[config.mk]
export PLATFORM = sky130hd
export DESIGN_NAME = vga_sync_gen
export DESIGN_NICKNAME = d
export VERILOG_FILES = /design/src/rtl/vga_sync_gen.sv
export SDC_FILE = /design/constraint.sdc
export NUM_CORES = 1
export LEC_CHECK = 0
export ABC_CLOCK_PERIOD_IN_PS = 1500
export CAP_MARGIN = 20
export CORE_MARGIN = 3
export CORE_UTILIZATION = 30
export CTS_BUF_LIST = sky130_fd_sc_hd__clkbuf_4 sky130_fd_sc_hd__clkbuf_8
export DETAILED_ROUTE_END_ITERATION = 8
export PLACE_DENSITY_LB_ADDON = 0.3
export SETUP_SLACK_MARGIN = 0.05
export SYNTH_ARGS = -nofsm -noshare
export SYNTH_HDL_FRONTEND = slang
export SYNTH_SLANG_ARGS = --single-unit
export TNS_END_PERCENT = 100
[constraint.sdc]
create_clock -name clk -period 1.5 [get_ports clk]
set_input_delay 0.375 -clock clk [delete_from_list [all_inputs] [get_ports clk]]
set_output_delay 0.375 -clock clk [all_outputs]
set_load 0.02 [all_outputs]
[src/rtl/vga_sync_gen.sv]
// VGA sync generator.
// Counts pixels (h_cnt) and lines (v_cnt) on pix_ce qualified clk edges and
// produces registered sync, blanking, position and line/frame strobes.
//
// Ports:
//   clk          system clock
//   rst          synchronous active-high reset
//   pix_ce       pixel-clock enable, one clk wide
//   hsync        horizontal sync, active level SYNC_POL
//   vsync        vertical sync, active level SYNC_POL
//   video_on     visible-area flag
//   x, y         current horizontal / vertical count
//   line_start   one-clk strobe when x first shows 0 after a horizontal wrap
//   frame_start  one-clk strobe, coincident with line_start, when y also wraps
module vga_sync_gen #(
  parameter int unsigned H_VIS    = 640,
  parameter int unsigned H_FP     = 16,
  parameter int unsigned H_SYNC   = 96,
  parameter int unsigned H_BP     = 48,
  parameter int unsigned V_VIS    = 480,
  parameter int unsigned V_FP     = 10,
  parameter int unsigned V_SYNC   = 2,
  parameter int unsigned V_BP     = 33,
  parameter bit          SYNC_POL = 1'b0
) (
  input  logic       clk,
  input  logic       rst,
  input  logic       pix_ce,
  output logic       hsync,
  output logic       vsync,
  output logic       video_on,
  output logic [9:0] x,
  output logic [9:0] y,
  output logic       line_start,
  output logic       frame_start
);

  localparam int unsigned H_TOT = H_VIS + H_FP + H_SYNC + H_BP;
  localparam int unsigned V_TOT = V_VIS + V_FP + V_SYNC + V_BP;

  localparam logic [9:0]  HMax     = 10'(H_TOT - 1);
  localparam logic [9:0]  VMax     = 10'(V_TOT - 1);
  localparam logic [9:0]  HVis     = 10'(H_VIS);
  localparam logic [9:0]  VVis     = 10'(V_VIS);
  // Sync window bounds get an extra bit so an end value of 1024 does not wrap.
  localparam logic [10:0] HSyncOn  = 11'(H_VIS + H_FP);
  localparam logic [10:0] HSyncOff = 11'(H_VIS + H_FP + H_SYNC);
  localparam logic [10:0] VSyncOn  = 11'(V_VIS + V_FP);
  localparam logic [10:0] VSyncOff = 11'(V_VIS + V_FP + V_SYNC);

  logic [9:0] h_cnt_q, h_cnt_d;
  logic [9:0] v_cnt_q, v_cnt_d;
  // run_q is clear after reset until the first pix_ce edge; that edge only
  // arms the counters so position (0,0) lasts a full pixel period.
  logic       run_q, run_d;
  logic       lwrap_q, lwrap_d;
  logic       fwrap_q, fwrap_d;

  logic       hsync_d, vsync_d, video_on_d;
  logic       h_in_sync, v_in_sync;

  always_comb begin
    h_cnt_d = h_cnt_q;
    v_cnt_d = v_cnt_q;
    run_d   = run_q;
    lwrap_d = 1'b0;
    fwrap_d = 1'b0;
    if (pix_ce) begin
      if (!run_q) begin
        run_d = 1'b1;
      end else if (h_cnt_q == HMax) begin
        h_cnt_d = '0;
        lwrap_d = 1'b1;
        if (v_cnt_q == VMax) begin
          v_cnt_d = '0;
          fwrap_d = 1'b1;
        end else begin
          v_cnt_d = v_cnt_q + 10'd1;
        end
      end else begin
        h_cnt_d = h_cnt_q + 10'd1;
      end
    end
  end

  // Output decode of the counters as held this cycle; registered below.
  always_comb begin
    h_in_sync  = ({1'b0, h_cnt_q} >= HSyncOn) && ({1'b0, h_cnt_q} < HSyncOff);
    v_in_sync  = ({1'b0, v_cnt_q} >= VSyncOn) && ({1'b0, v_cnt_q} < VSyncOff);
    hsync_d    = h_in_sync ? SYNC_POL : ~SYNC_POL;
    vsync_d    = v_in_sync ? SYNC_POL : ~SYNC_POL;
    video_on_d = run_q && (h_cnt_q < HVis) && (v_cnt_q < VVis);
  end

  always_ff @(posedge clk) begin
    if (rst) begin
      h_cnt_q     <= '0;
      v_cnt_q     <= '0;
      run_q       <= 1'b0;
      lwrap_q     <= 1'b0;
      fwrap_q     <= 1'b0;
      hsync       <= ~SYNC_POL;
      vsync       <= ~SYNC_POL;
      video_on    <= 1'b0;
      x           <= '0;
      y           <= '0;
      line_start  <= 1'b0;
      frame_start <= 1'b0;
    end else begin
      h_cnt_q     <= h_cnt_d;
      v_cnt_q     <= v_cnt_d;
      run_q       <= run_d;
      lwrap_q     <= lwrap_d;
      fwrap_q     <= fwrap_d;
      hsync       <= hsync_d;
      vsync       <= vsync_d;
      video_on    <= video_on_d;
      x           <= h_cnt_q;
      y           <= v_cnt_q;
      // Wrap flags were set on the wrap edge; the strobe lands with x = 0.
      line_start  <= lwrap_q;
      frame_start <= fwrap_q;
    end
  end

endmodule

* Word-level counts from Yosys, hierarchy flattened
Index checks and enable logic that the tools add are counted.
** Word-level totals
- Output and inout bits :: 25
- Bits in registers :: 48
** Operators by class
- $lt $le $gt $ge :: 6
- Add/subtract/negate cells :: 2
- Bitwise gates (word level) :: 3
- Eq/ne operators :: 2
- Reductions and logical operators :: 8
- Muxes and demuxes :: 6
** Operator list (number)
- $add A10 B1 Y10 const B :: 2
- $eq A10 B10 Y1 const B :: 2
- $lt A10 B10 Y1 const B :: 2
- $lt A10 B9 Y1 const B :: 2
- $mux W10 :: 2
- $ge A10 B10 Y1 const B :: 1
- $ge A10 B9 Y1 const B :: 1
- $logic_and A1 B1 Y1 :: 4
- $mux W1 :: 4
- $reduce_or A4 Y1 :: 1
- $not A1 Y1 :: 3
- $reduce_and A3 Y1 :: 1
- $reduce_or A3 Y1 :: 1
- $reduce_and A2 Y1 :: 1

* Longest topological paths before layout
Gate-level depths: netlist of run 1.
- Depth after elaboration :: 3
- Mapped depth :: 8

* Worst setup path before layout of run 1
No wires, ideal clock.
- Kind :: reg2reg
- Start point :: register h_cnt_q[0]
- End point :: register v_cnt_q[5]
- Stages on the path, launching flop included :: 8
- Arrival time :: 1585 ps
- Setup slack :: -176 ps
- Buffers on the path :: 3
- Cells stage by stage :: dfxtp_1 > ha_1 > and4_1 > buf_2 > and4_2 > buf_2 > buf_4 > a311oi_1
** Between the ends
- Cells in the longest elaborated chain, start to end :: 2
** Ends and longest elaborated chain
- start, declared :: line 51 : logic [9:0] h_cnt_q, h_cnt_d;
- start signal, assigned :: line 110 : h_cnt_q <= h_cnt_d;
- $eq A10 B10 Y1 :: line 71 : end else if (h_cnt_q == HMax) begin
- $reduce_and A3 Y1 (no line)
- end signal, assigned :: line 111 : v_cnt_q <= v_cnt_d;
- end, declared :: line 52 : logic [9:0] v_cnt_q, v_cnt_d;
Every way passes these cells.
A chain may end at the register's enable or synchronous reset.

* Worst setup path after layout of run 1
- Start point :: register v_cnt_q[1]
- End point :: register v_cnt_q[9]
** Between the ends
- Cells in the longest elaborated chain, start to end :: 2
- Elaborated cells on any way between the ends :: 3
** Ends and longest elaborated chain
- $add A10 B1 Y10 / $eq A10 B10 Y1 (equally long branches) :: line 78, 74
- $mux W10 * :: line 74 : if (v_cnt_q == VMax) begin
Every way passes the cells marked *; elsewhere a longest branch is shown, timed or not.

==> impl_metrics.json, run 1 <==
{
  "status": "completed",
  "syn-num-nets": 207,
  "wl_um": 4410,
  "syn_avg_cell_area_sq_um": 9.31,
  "cts-root-buf": "clkbuf_8",
  "layout_commonest_cell": "dfxtp_1",
  "fmax_mhz": 671,
  "worstPathRequired_ns": 1.71,
  "post-route-util": 0.476,
  "ys_seq_area_frac": 0.519,
  "powerDensity_mw_per_mm2": 849,
  "track_usage": 0.134,
  "top_level_ports": 28,
  "clk_latency_ns": 0.31,
  "cp-startpoint": "v_cnt_q[1]$_SDFFE_PP0P_",
  "vias_per_cell": 4.79,
  "fillers": 569,
  "num_rows": 27,
  "r2r_cells": 7,
  "dr.pass1.iters": 5,
  "first_global_vias": 1593,
  "clock_path_buffers": 2,
  "netlist_instances": 199,
  "slew_headroom": 0.822,
  "dieArea_sq_mm": 0.00716,
  "cp-start-kind": "register",
  "worst_slew_pin_slew_ns": 0.267,
  "gp_congestion": 0.864,
  "finalSetupViolations": 0,
  "area_growth_pct": 47.5,
  "finalSetupTns_ns": 0,
  "htree_levels": 2,
  "drv_slew": 0,
  "endpoint_kind": "register",
  "timing_hold_violations_final": 0,
  "cts.sinks": 48,
  "multi_input_area_sq_um": 935,
  "drive_gt1_frac": 0.308,
  "overflow": 0,
  "fin_skew_ns": 0.00824,
  "grt_pass1_wl_um": 7660,
  "grt_max_degree": 15,
  "die_w_um": 84.6,
  "path_cells": "inv_2, ha_4, nor4b_4, nand4_1, buf_6, a21o_1, o2bb2ai_2",
  "r2r_end": "v_cnt_q[9]$_SDFFE_PP0P_",
  "drt_iter0_drc": 70,
  "leakage_nw": 1.14,
  "cts_tree": "built",
  "stdcell_area_sq_mm": 0.00273,
  "ys_types": 34,
  "maxCapViolations": 0,
  "n_antenna_cell": 0,
  "post_dp_cell_area_sq_mm": 0.00250,
  "rsz0062_at_grt": "yes",
  "drc": 0,
  "critPathSlowestCell": "dfxtp_2",
  "die_h_um": 84.6,
  "numPortBuffers": 27,
  "antenna_found_initial": 0,
  "peakVddDrop_mv": 0.357,
  "reg2reg_from": "v_cnt_q[1]$_SDFFE_PP0P_",
  "path_class": "register to register",
  "hpwlAfterDp_um": 3020,
  "worstPathMaxFanout": 5,
  "r2r_slack_ns": 0.01,
  "ctsHoldBuffers": 0,
  "seqCellArea_sq_um": 972,
  "cts-buffers-inserted": 5,
  "nNetsFinal": 270,
  "finalHoldWorstSlack_ns": 0.442,
  "avgRoutedWirePerCell_um": 13.2,
  "endpoint": "v_cnt_q[9]$_SDFFE_PP0P_",
  "yosys_warnings": 0,
  "core_sq_mm": 0.00574,
  "vias": 1603,
  "period_minus_slack_ns": 1.49,
  "cp.arrival_ns": 1.70,
  "start_util": 0.323,
  "final_cell_mix": "43 x dfxtp_1, 38 x buf_4, 25 x dlygate4sd2_1, 17 x nor2_1, 15 x nor2b_1",
  "hold_path_class": "register to register",
  "clk_pin_slew_ns": 0.09,
  "finalCritPeriodShare": 0.993,
  "netlist_area_sq_mm": 0.00185,
  "drtAntennaViolNets": 0,
  "synth_seq_cells": 48,
  "crit_path_max_incr_delay_ns": 0.34
}
[metal layers]
layer  part of all wire  global-route usage  vias to the layer above
met5                  0                   0                        -
met4              0.025              0.0691                        0
met3              0.037              0.0334                        9
met2               0.44               0.190                       35
met1               0.50               0.187                      754
li1                   -                   -                      805
[worst min-delay path by stage]
stage                                  startpoint  slack [ns]  cells after the start                    end
final                          lwrap_q$_SDFF_PP0_        0.44                      1  line_start$_SDFF_PP0_
after global routing           lwrap_q$_SDFF_PP0_        0.46                      1  line_start$_SDFF_PP0_
after CTS                      lwrap_q$_SDFF_PP0_        0.44                      1  line_start$_SDFF_PP0_
after detailed placement       lwrap_q$_SDFF_PP0_        0.42                      1  line_start$_SDFF_PP0_
after global placement         lwrap_q$_SDFF_PP0_        0.42                      1  line_start$_SDFF_PP0_
after floorplan           h_cnt_q[9]$_SDFFE_PP0P_        0.41                      1       hsync$_SDFF_PP1_
[cells in the mapped netlist, drive strengths merged]
library cell  count  area [sq um]
dfxtp            48           961
nor2             17          63.8
nor2b            15          93.8
nand3            14          70.1
a21oi            11          55.1
nor3             10          50.1
nand4             9          56.3
buf               8          47.5
inv               8          30.0
nand2             8          30.0
clkbuf            6          22.5
o21ai             6          30.0
ha                5          62.6
xnor2             4          35.0
xor2              4          35.0
a311oi            3          26.3
and2              3          18.8
and3              3          18.8
and4              3          27.5
nand2b            3          18.8
a31oi             2          12.5
nor4b             2          32.5
or3               2          13.8
a21o              1          7.51
nor3b             1          7.51
o2111ai           1          8.76
o2bb2ai           1          8.76
o32ai             1          8.76
[stage by stage]
| stage | power (W) | cells | worst slack, ns |
|---|---|---|---|
| after global routing | 0.00242 | 335 | -0.103 |
| after global placement | 0.00140 | 322 | -0.324 |
| final | 0.00232 | 335 | 0.00997 |
| after floorplan | 0.00135 | 199 | -0.0405 |
| after detailed placement | 0.00140 | 322 | -0.349 |
| after CTS | 0.00235 | 335 | -0.00330 |
[sequential cells by signal (all words and copies together) (netlist names), 10 cells and up]
register,cells
v_cnt_q,10
h_cnt_q,10
y,10
x,10
[final cells by class]
type | count | share of cell area
clock buffer | 6 | 0.0279
timing repair buffer | 70 | 0.217
clock inverter | 2 | 0.0128
tap | 72 | 0.0330
multi-input combinational | 129 | 0.342
sequential | 48 | 0.356
inverter | 8 | 0.0110
[where the power goes]
part,switching (W),internal [W]
Sequential,0.00000492,0.00128
Combinational,0.0000466,0.0000408
Clock,0.000435,0.000513
Total,0.000486,0.00183
[critical path: cells and delay by family (launching register included)]
| kind | cells | cell delay (ns) |
|---|---|---|
| AO/OA/AOI/OAI | 2 | 0.28 |
| adder cells (fa/ha/maj) | 1 | 0.13 |
| buffers and inverters | 2 | 0.27 |
| flip-flops | 1 | 0.34 |
| AND/OR/NAND/NOR | 2 | 0.39 |
[what timing repair did]
item / in CTS / in global routing
endpoints found under the setup margin: 34 / 19
cloned: 1 / 0
setup buffers: 4 / 1
hold endpoints to repair: 0 / 0
gates resized for setup: 41 / 13
pin swaps: 13 / 5
[kinds of logic after synthesis]
kind of cell | count (synthesis) | share of synthesized area
and+or+nand+nor | 90 | 0.271
xor gates and xnor gates | 8 | 0.0378
DFF | 48 | 0.519
buffers and inverters | 22 | 0.0540
AOI/OAI and AO/OA | 26 | 0.0851
adders and majority gates | 5 | 0.0338
No activity file was read; power rests on OpenSTA's default activity.
==> run 2: changes to the inputs <==
--- a/config.mk
+++ b/config.mk
@@ -5,7 +5,7 @@
 export SDC_FILE = /design/constraint.sdc
 export NUM_CORES = 1
 export LEC_CHECK = 0
-export ABC_CLOCK_PERIOD_IN_PS = 1500
+export ABC_CLOCK_PERIOD_IN_PS = 1550
 export CAP_MARGIN = 20
 export CORE_MARGIN = 3
 export CORE_UTILIZATION = 30
==> constraint.sdc (replaced) <==
create_clock -name clk -period 1.55 [get_ports clk]
set_input_delay 0.3875 -clock clk [delete_from_list [all_inputs] [get_ports clk]]
set_output_delay 0.3875 -clock clk [all_outputs]
set_load 0.02 [all_outputs]
==> run 2 against run 1 <==
Worst hold slack improved by 0.0036 ns. Clock skew fell by 0.0033 ns. Count of clock-buffer cells in the layout did not move. Cell count fell by 0.60%.
==> impl_metrics.json, run 2 (synthesized netlist as in run 1, its figures left out) <==
{
  "htree_levels": 2,
  "die_w_um": 84.6,
  "peakVddDrop_mv": 0.436,
  "drive_gt1_frac": 0.295,
  "clock_path_buffers": 2,
  "n_antenna_cell": 0,
  "numPortBuffers": 27,
  "multi_input_area_sq_um": 898,
  "final_cell_mix": "43 x dfxtp_1, 34 x buf_4, 25 x dlygate4sd2_1, 17 x nor2_1, 15 x nor2b_1",
  "endpoint_kind": "register",
  "power.total_w": 0.00222,
  "start_util": 0.323,
  "hold_end": "line_start$_SDFF_PP0_",
  "fmax_mhz": 663,
  "dr.pass1.iters": 4,
  "overflow": 0,
  "cts-buffers-inserted": 5,
  "wl_um": 4090,
  "num_rows": 27,
  "drv_slew": 0,
  "status": "completed",
  "timing_hold_violations_final": 0,
  "setup_slack_ns": 0.0409,
  "finalCritPeriodShare": 0.974,
  "fin_skew_ns": 0.00499,
  "seqCellArea_sq_um": 972,
  "core_sq_mm": 0.00574,
  "cp.arrival_ns": 1.72,
  "hold_start": "lwrap_q$_SDFF_PP0_",
  "antenna_found_initial": 0,
  "die_h_um": 84.6,
  "grt_pass1_wl_um": 6800,
  "drc": 0,
  "dieArea_sq_mm": 0.00716,
  "powerDensity_mw_per_mm2": 829,
  "drt_iter0_drc": 104,
  "clk_latency_ns": 0.30,
  "vias": 1546,
  "cp-start-kind": "input pin",
  "layout_commonest_cell": "dfxtp_1",
  "maxCapViolations": 0,
  "finalSetupViolations": 0,
  "finalHoldWorstSlack_ns": 0.446,
  "hold_depth": 1,
  "drtAntennaViolNets": 0,
  "top_level_ports": 28,
  "gp_congestion": 0.820,
  "hold_path_class": "register to register",
  "cts.sinks": 48,
  "hpwlAfterDp_um": 2840,
  "finalSetupTns_ns": 0,
  "fillers": 582,
  "first_global_vias": 1435,
  "grt_max_degree": 15,
  "r2r_slack_ns": 0.05,
  "worst_slew_pin_slew_ns": 0.254,
  "avgRoutedWirePerCell_um": 12.3,
  "ctsHoldBuffers": 0,
  "leakage_nw": 1.12,
  "clk_pin_slew_ns": 0.08,
  "worstPathMaxFanout": 8,
  "place_ws_ns": -0.334,
  "track_usage": 0.117,
  "cts-root-buf": "clkbuf_8",
  "reg2reg_from": "h_cnt_q[7]$_SDFFE_PP0P_",
  "slew_headroom": 0.830,
  "r2r_end": "v_cnt_q[4]$_SDFFE_PP0P_",
  "r2r_cells": 5,
  "cts_tree": "built",
  "worstPathRequired_ns": 1.76,
  "period_minus_slack_ns": 1.51,
  "rsz0062_at_grt": "yes",
  "nNetsFinal": 268,
  "vias_per_cell": 4.64,
  "area_growth_pct": 44.5,
  "path_class": "input pin to register"
}
-- run 2: cell count changes in the layout (fill, tap and decap cells not counted), moves of 2 or more --
cell / delta
buf_6: +5
buf_4: -4
buf_12: -2
nand2_1: -2
nand2_2: +2
nand3_4: -2
-- run 2: report_power, final --
group / switching, W / internal, W
clock: 0.000401 / 0.000496
sequential: 0.00000543 / 0.00124
combinational: 0.0000435 / 0.0000361
total: 0.000450 / 0.00177
-- run 2: what timing repair did --
item	4_1_cts	5_1_grt
pin swaps	8	5
gates resized for setup	33	24
gates cloned	0	1
setup endpoints to repair	34	12
buffers inserted	3	3
-- run 2: layout make-up --
type | instances | share of cell area
multi-input cells | 129 | 0.336
clock buffers | 6 | 0.0285
repair buffers | 68 | 0.214
inverters | 8 | 0.0121
well taps | 72 | 0.0336
flip-flops and latches | 48 | 0.363
clock inverters | 2 | 0.0131
-- run 2: per-layer routing --
| metal | global-route usage | share of wire | vias to the layer above |
|---|---|---|---|
| li1 | - | - | 808 |
| met1 | 0.163 | 0.48 | 700 |
| met2 | 0.168 | 0.45 | 34 |
| met3 | 0.0285 | 0.053 | 4 |
| met4 | 0.0604 | 0.015 | 0 |
| met5 | 0 | 0 | - |
-- run 2: metrics by stage --
stage               instance area [sq um]  utilization  instances
floorplan                            1920            -        199
global placement                     2440        0.426        318
detailed placement                   2440        0.426        318
CTS                                  2580        0.449        329
global route                         2680        0.466        333
finish                               2680        0.466        333
-- run 2: worst max path at each step --
stage / cells past startpoint / startpoint / endpoint
global route: 5 / h_cnt_q[7]$_SDFFE_PP0P_ / v_cnt_q[4]$_SDFFE_PP0P_
finish: 6 / pix_ce / v_cnt_q[4]$_SDFFE_PP0P_
detailed placement: 5 / pix_ce / v_cnt_q[6]$_SDFFE_PP0P_
global placement: 5 / pix_ce / v_cnt_q[6]$_SDFFE_PP0P_
CTS: 5 / h_cnt_q[7]$_SDFFE_PP0P_ / v_cnt_q[4]$_SDFFE_PP0P_
floorplan: 7 / h_cnt_q[1]$_SDFFE_PP0P_ / v_cnt_q[8]$_SDFFE_PP0P_
-- run 2: critical path, cell delays in order --
cell and delay (ns):
clkdlybuf4s50_1 0.49, and2_4 0.14, buf_4 0.10, and4_4 0.29
a31oi_1 0.10, a311oi_1 0.21
==> RTL edit 1: new RTL, settings of run 1 <==
`SYNC_POL`: 1'b0 -> 1'b1.
--- a/src/rtl/vga_sync_gen.sv
+++ b/src/rtl/vga_sync_gen.sv
@@ -21,7 +21,7 @@
   parameter int unsigned V_FP     = 10,
   parameter int unsigned V_SYNC   = 2,
   parameter int unsigned V_BP     = 33,
-  parameter bit          SYNC_POL = 1'b0
+  parameter bit          SYNC_POL = 1'b1
 ) (
   input  logic       clk,
   input  logic       rst,
Check against the original RTL: not equivalent (Yosys sat finds a counterexample within 4 cycles, from zero or initial values and one cycle with rst high).
==> RTL edit 1 against run 1 <==
- the flow now finishes with violations (negative setup slack)
- maximum frequency decreased by 8.0%
- setup slack lost 0.13 ns
- wire length decreased by 7.7%
- power decreased by 0.87%
- cell count is 1.8% higher
- sequential cell count stayed put
- final area increased by 2.2%
- synthesized area decreased by 0.81%
- largest power group unchanged
==> RTL edit 1: results (changes against run 1) <==
status: "complete, but fails checks"  # was finished, final reports clean
hold_path_end: "frame_start"  # was line_start
r2r_end: "v_cnt_q[3]"  # was v_cnt_q[9]
dp_slack_ns: -0.599  # was -0.349 ns
wl_met2_um: 1780  # was 1930 um
slowest_delay_ns: 0.50  # was 0.34 ns
yosys.area_share.xor_xnor_pct: 4.77  # was 3.78%
gr-usage-met1_pct: 16.4  # was 18.7%
timing.final.ws_setup_ns: -0.119  # was 0.00997 ns
failed_checks: "negative setup slack"
firstDrtPassIters: 4  # was 5
reg2reg_depth: 6  # was 7
viasPerCell: 4.63  # was 4.79
power_density_nw_per_um2: 823  # was 849 nW/um^2
first_iter_violations: 39  # was 70
multi_input_area_um2: 958  # was 935 um^2
crit_slowest_cell: "or4_4"  # was dfxtp_2
synth_common_cells: "dfxtp_1 (48), nor2_1 (22), nor2b_1 (17)"  # was dfxtp_1 (48), nor2_1 (17), nor2b_1 (15)
gr-usage-met2_pct: 17.0  # was 19.0%
die_w_um: 84.3  # was 84.6 um
clk_share_pct: 3.99  # was 4.08%
grt_pass1_vias: 1469  # was 1,593
setup_violations: 10  # was 0
nFillCells: 565  # was 569
multi_input_cells: 128  # was 129
synth_compound_area_share_pct: 7.49  # was 8.51%
p_leak_nw: 1.21  # was 1.14 nW
## RTL edit 1: power by group
part           internal [mW]  switching [mW]  leakage, nW
registers               1.28         0.00426        0.390
logic                 0.0443          0.0492        0.763
clock network          0.513           0.410       0.0586
## RTL edit 1: how the worst max path moves through the flow
stage | endpoint | slack (ns) | depth (start not counted)
floorplan | v_cnt_q[3] | -0.11 | 6
global placement | v_cnt_q[7] | -0.56 | 5
detailed placement | v_cnt_q[7] | -0.60 | 5
CTS | v_cnt_q[5] | -0.11 | 6
global route | v_cnt_q[3] | -0.20 | 6
finish | v_cnt_q[3] | -0.12 | 6
## RTL edit 1: timing repair
item | in CTS | in global routing
pin swaps | 11 | 5
setup buffers | 4 | 2
endpoints found under the setup margin | 45 | 14
cloned | 1 | 0
gates resized for setup | 40 | 14
endpoints found under the hold margin | 0 | 0
==> RTL edit 2: new RTL, config.mk and constraints of run 1 <==
Made on the original files. Add an input register stage for `pix_ce`, cleared by the reset; this delays it by one clock.
--- a/src/rtl/vga_sync_gen.sv
+++ b/src/rtl/vga_sync_gen.sv
@@ -48,6 +48,16 @@
   localparam logic [10:0] VSyncOn  = 11'(V_VIS + V_FP);
   localparam logic [10:0] VSyncOff = 11'(V_VIS + V_FP + V_SYNC);
 
+  logic pix_ce_q;
+
+  always_ff @(posedge clk) begin
+    if (rst) begin
+      pix_ce_q <= '0;
+    end else begin
+      pix_ce_q <= pix_ce;
+    end
+  end
+
   logic [9:0] h_cnt_q, h_cnt_d;
   logic [9:0] v_cnt_q, v_cnt_d;
   // run_q is clear after reset until the first pix_ce edge; that edge only
@@ -65,7 +75,7 @@
     run_d   = run_q;
     lwrap_d = 1'b0;
     fwrap_d = 1'b0;
-    if (pix_ce) begin
+    if (pix_ce_q) begin
       if (!run_q) begin
         run_d = 1'b1;
       end else if (h_cnt_q == HMax) begin
Formal check against the unedited RTL: not equivalent (Yosys sat finds a counterexample within 4 cycles, from zero or initial values and one cycle with rst high).
==> RTL edit 2 against run 1 <==
- the flow now finishes with violations (negative setup slack)
- wire length about the same
- first-iteration DRC count increased by 21%
- final area is 3.3% higher
- power fell by 4.8%
- setup slack got worse by 0.26 ns
- sequential cell count grew 1
- synthesized area hardly changed
- global-route usage is 0.55 points lower
==> RTL edit 2: results (changes against run 1) <==
status: "complete, but fails checks"  # was finished, final reports clean
failed_checks: "negative setup slack"
place_area_um2: 2560  # was 2500 um^2
viasPerCell: 4.61  # was 4.79
firstDrtPassIters: 4  # was 5
setup_tns_ns: -1.49  # was 0 ns
post_cts_buffers: 6  # was 4
critPathArrivalTime_ns: 1.99  # was 1.70 ns
ys_seq_area_share_pct: 52.9  # was 51.9%
place_inst: 329  # was 322
post-dp-hpwl_um: 2990  # was 3020 um
hold_start: "fwrap_q"  # was lwrap_q
num-nets-final: 277  # was 270
power_density_nw_per_um2: 782  # was 849 nW/um^2
layout-drive-gt1-share_pct: 31.9  # was 30.8%
grtUsageTotal_pct: 12.9  # was 13.4%
p_leak_nw: 1.16  # was 1.14 nW
fin_worst_skew_ns: 0.0125  # was 0.00824 ns
switching_share_pct: 22.3  # was 21.0%
hold_path_end: "frame_start"  # was line_start
critPathMaxFanout: 6  # was 5
grt_start_max_net_pins: 29  # was 15
ctsResizeCount: 39  # was 41
synth_common_cells: "dfxtp_1 (49), nor2_1 (25), nor2b_1 (16)"  # was dfxtp_1 (48), nor2_1 (17), nor2b_1 (15)
timing.final.ws_setup_ns: -0.247  # was 0.00997 ns
reg2reg_depth: 5  # was 7
setup_violations: 17  # was 0
grt_pass1_wl_um: 7450  # was 7660 um
r2r_start: "h_cnt_q[1]"  # was v_cnt_q[1]
ys_top_cells_by_area: "dfxtp_1 (53%), nor2b_1 (5.4%), nor2_1 (5.1%)"  # was dfxtp_1 (52%), nor2b_1 (5.1%), nand3_1 (3.8%)
peakVddDrop_uv: 391  # was 357 uV
grt_pass1_vias: 1597  # was 1,593
first_iter_violations: 85  # was 70
drt-total-wl_um: 4410  # about the same
r2r_end: "v_cnt_q[6]"  # was v_cnt_q[9]
timing.slew.headroom_pct: 74.7  # was 82.2%
netlist_instances: 196  # was 199
vias: 1591  # was 1,603
p_comb_mw: 0.0908  # was 0.0874 mW
place.gp.congestion: 0.739  # was 0.864
worst_hold_slack_ns: 0.446  # was 0.442 ns
dp_slack_ns: -0.255  # was -0.349 ns
==> RTL edit 2: cells by family (layout without fill, tap and decap cells) <==
| group | count (synthesis) | after routing | synth area share [%] |
|---|---|---|---|
| simple gates | 95 | 95 | 28.0 |
| buf+inv | 15 | 89 | 3.04 |
| compound gates | 18 | 18 | 5.60 |
| mux | 5 | 5 | 2.83 |
| flops | 49 | 49 | 52.9 |
| xor+xnor | 9 | 9 | 4.25 |
| fa+ha+maj | 5 | 5 | 3.37 |
==> RTL edit 2: area by class of cell <==
| class | count | area, um^2 |
|---|---|---|
| multi-input cells | 132 | 1000 |
| fillers | 572 | 3130 |
| well taps | 75 | 93.8 |
| clock buffers | 6 | 82.6 |
| flip-flops and latches | 49 | 997 |
| inverters | 7 | 26.3 |
| clock inverters | 2 | 13.8 |
| repair buffers | 74 | 611 |
==> RTL edit 2: worst max-delay path: stages, from the launching register on <==
cell and delay [ns]:
dfxtp_4 0.36, ha_4 0.15, nand4_4 0.11, or4_4 0.53, or4_1 0.42, a21oi_1 0.14
==> RTL edit 2: worst max path at each step <==
stage	from	end	slack (ns)	cells past startpoint
after floorplan	h_cnt_q[1]	v_cnt_q[6]	-0.22	5
after CTS	h_cnt_q[1]	v_cnt_q[6]	-0.24	5
after global routing	h_cnt_q[1]	v_cnt_q[6]	-0.30	5
after global placement	h_cnt_q[1]	v_cnt_q[6]	-0.23	5
final	h_cnt_q[1]	v_cnt_q[6]	-0.25	5
after detailed placement	h_cnt_q[1]	v_cnt_q[6]	-0.26	5
==> RTL edit 2: routing by layer <==
layer	share of wire, %	track usage [%]
met5	0	0
met2	47	19.9
met3	4.3	3.14
met1	47	17.2
met4	1.8	5.18
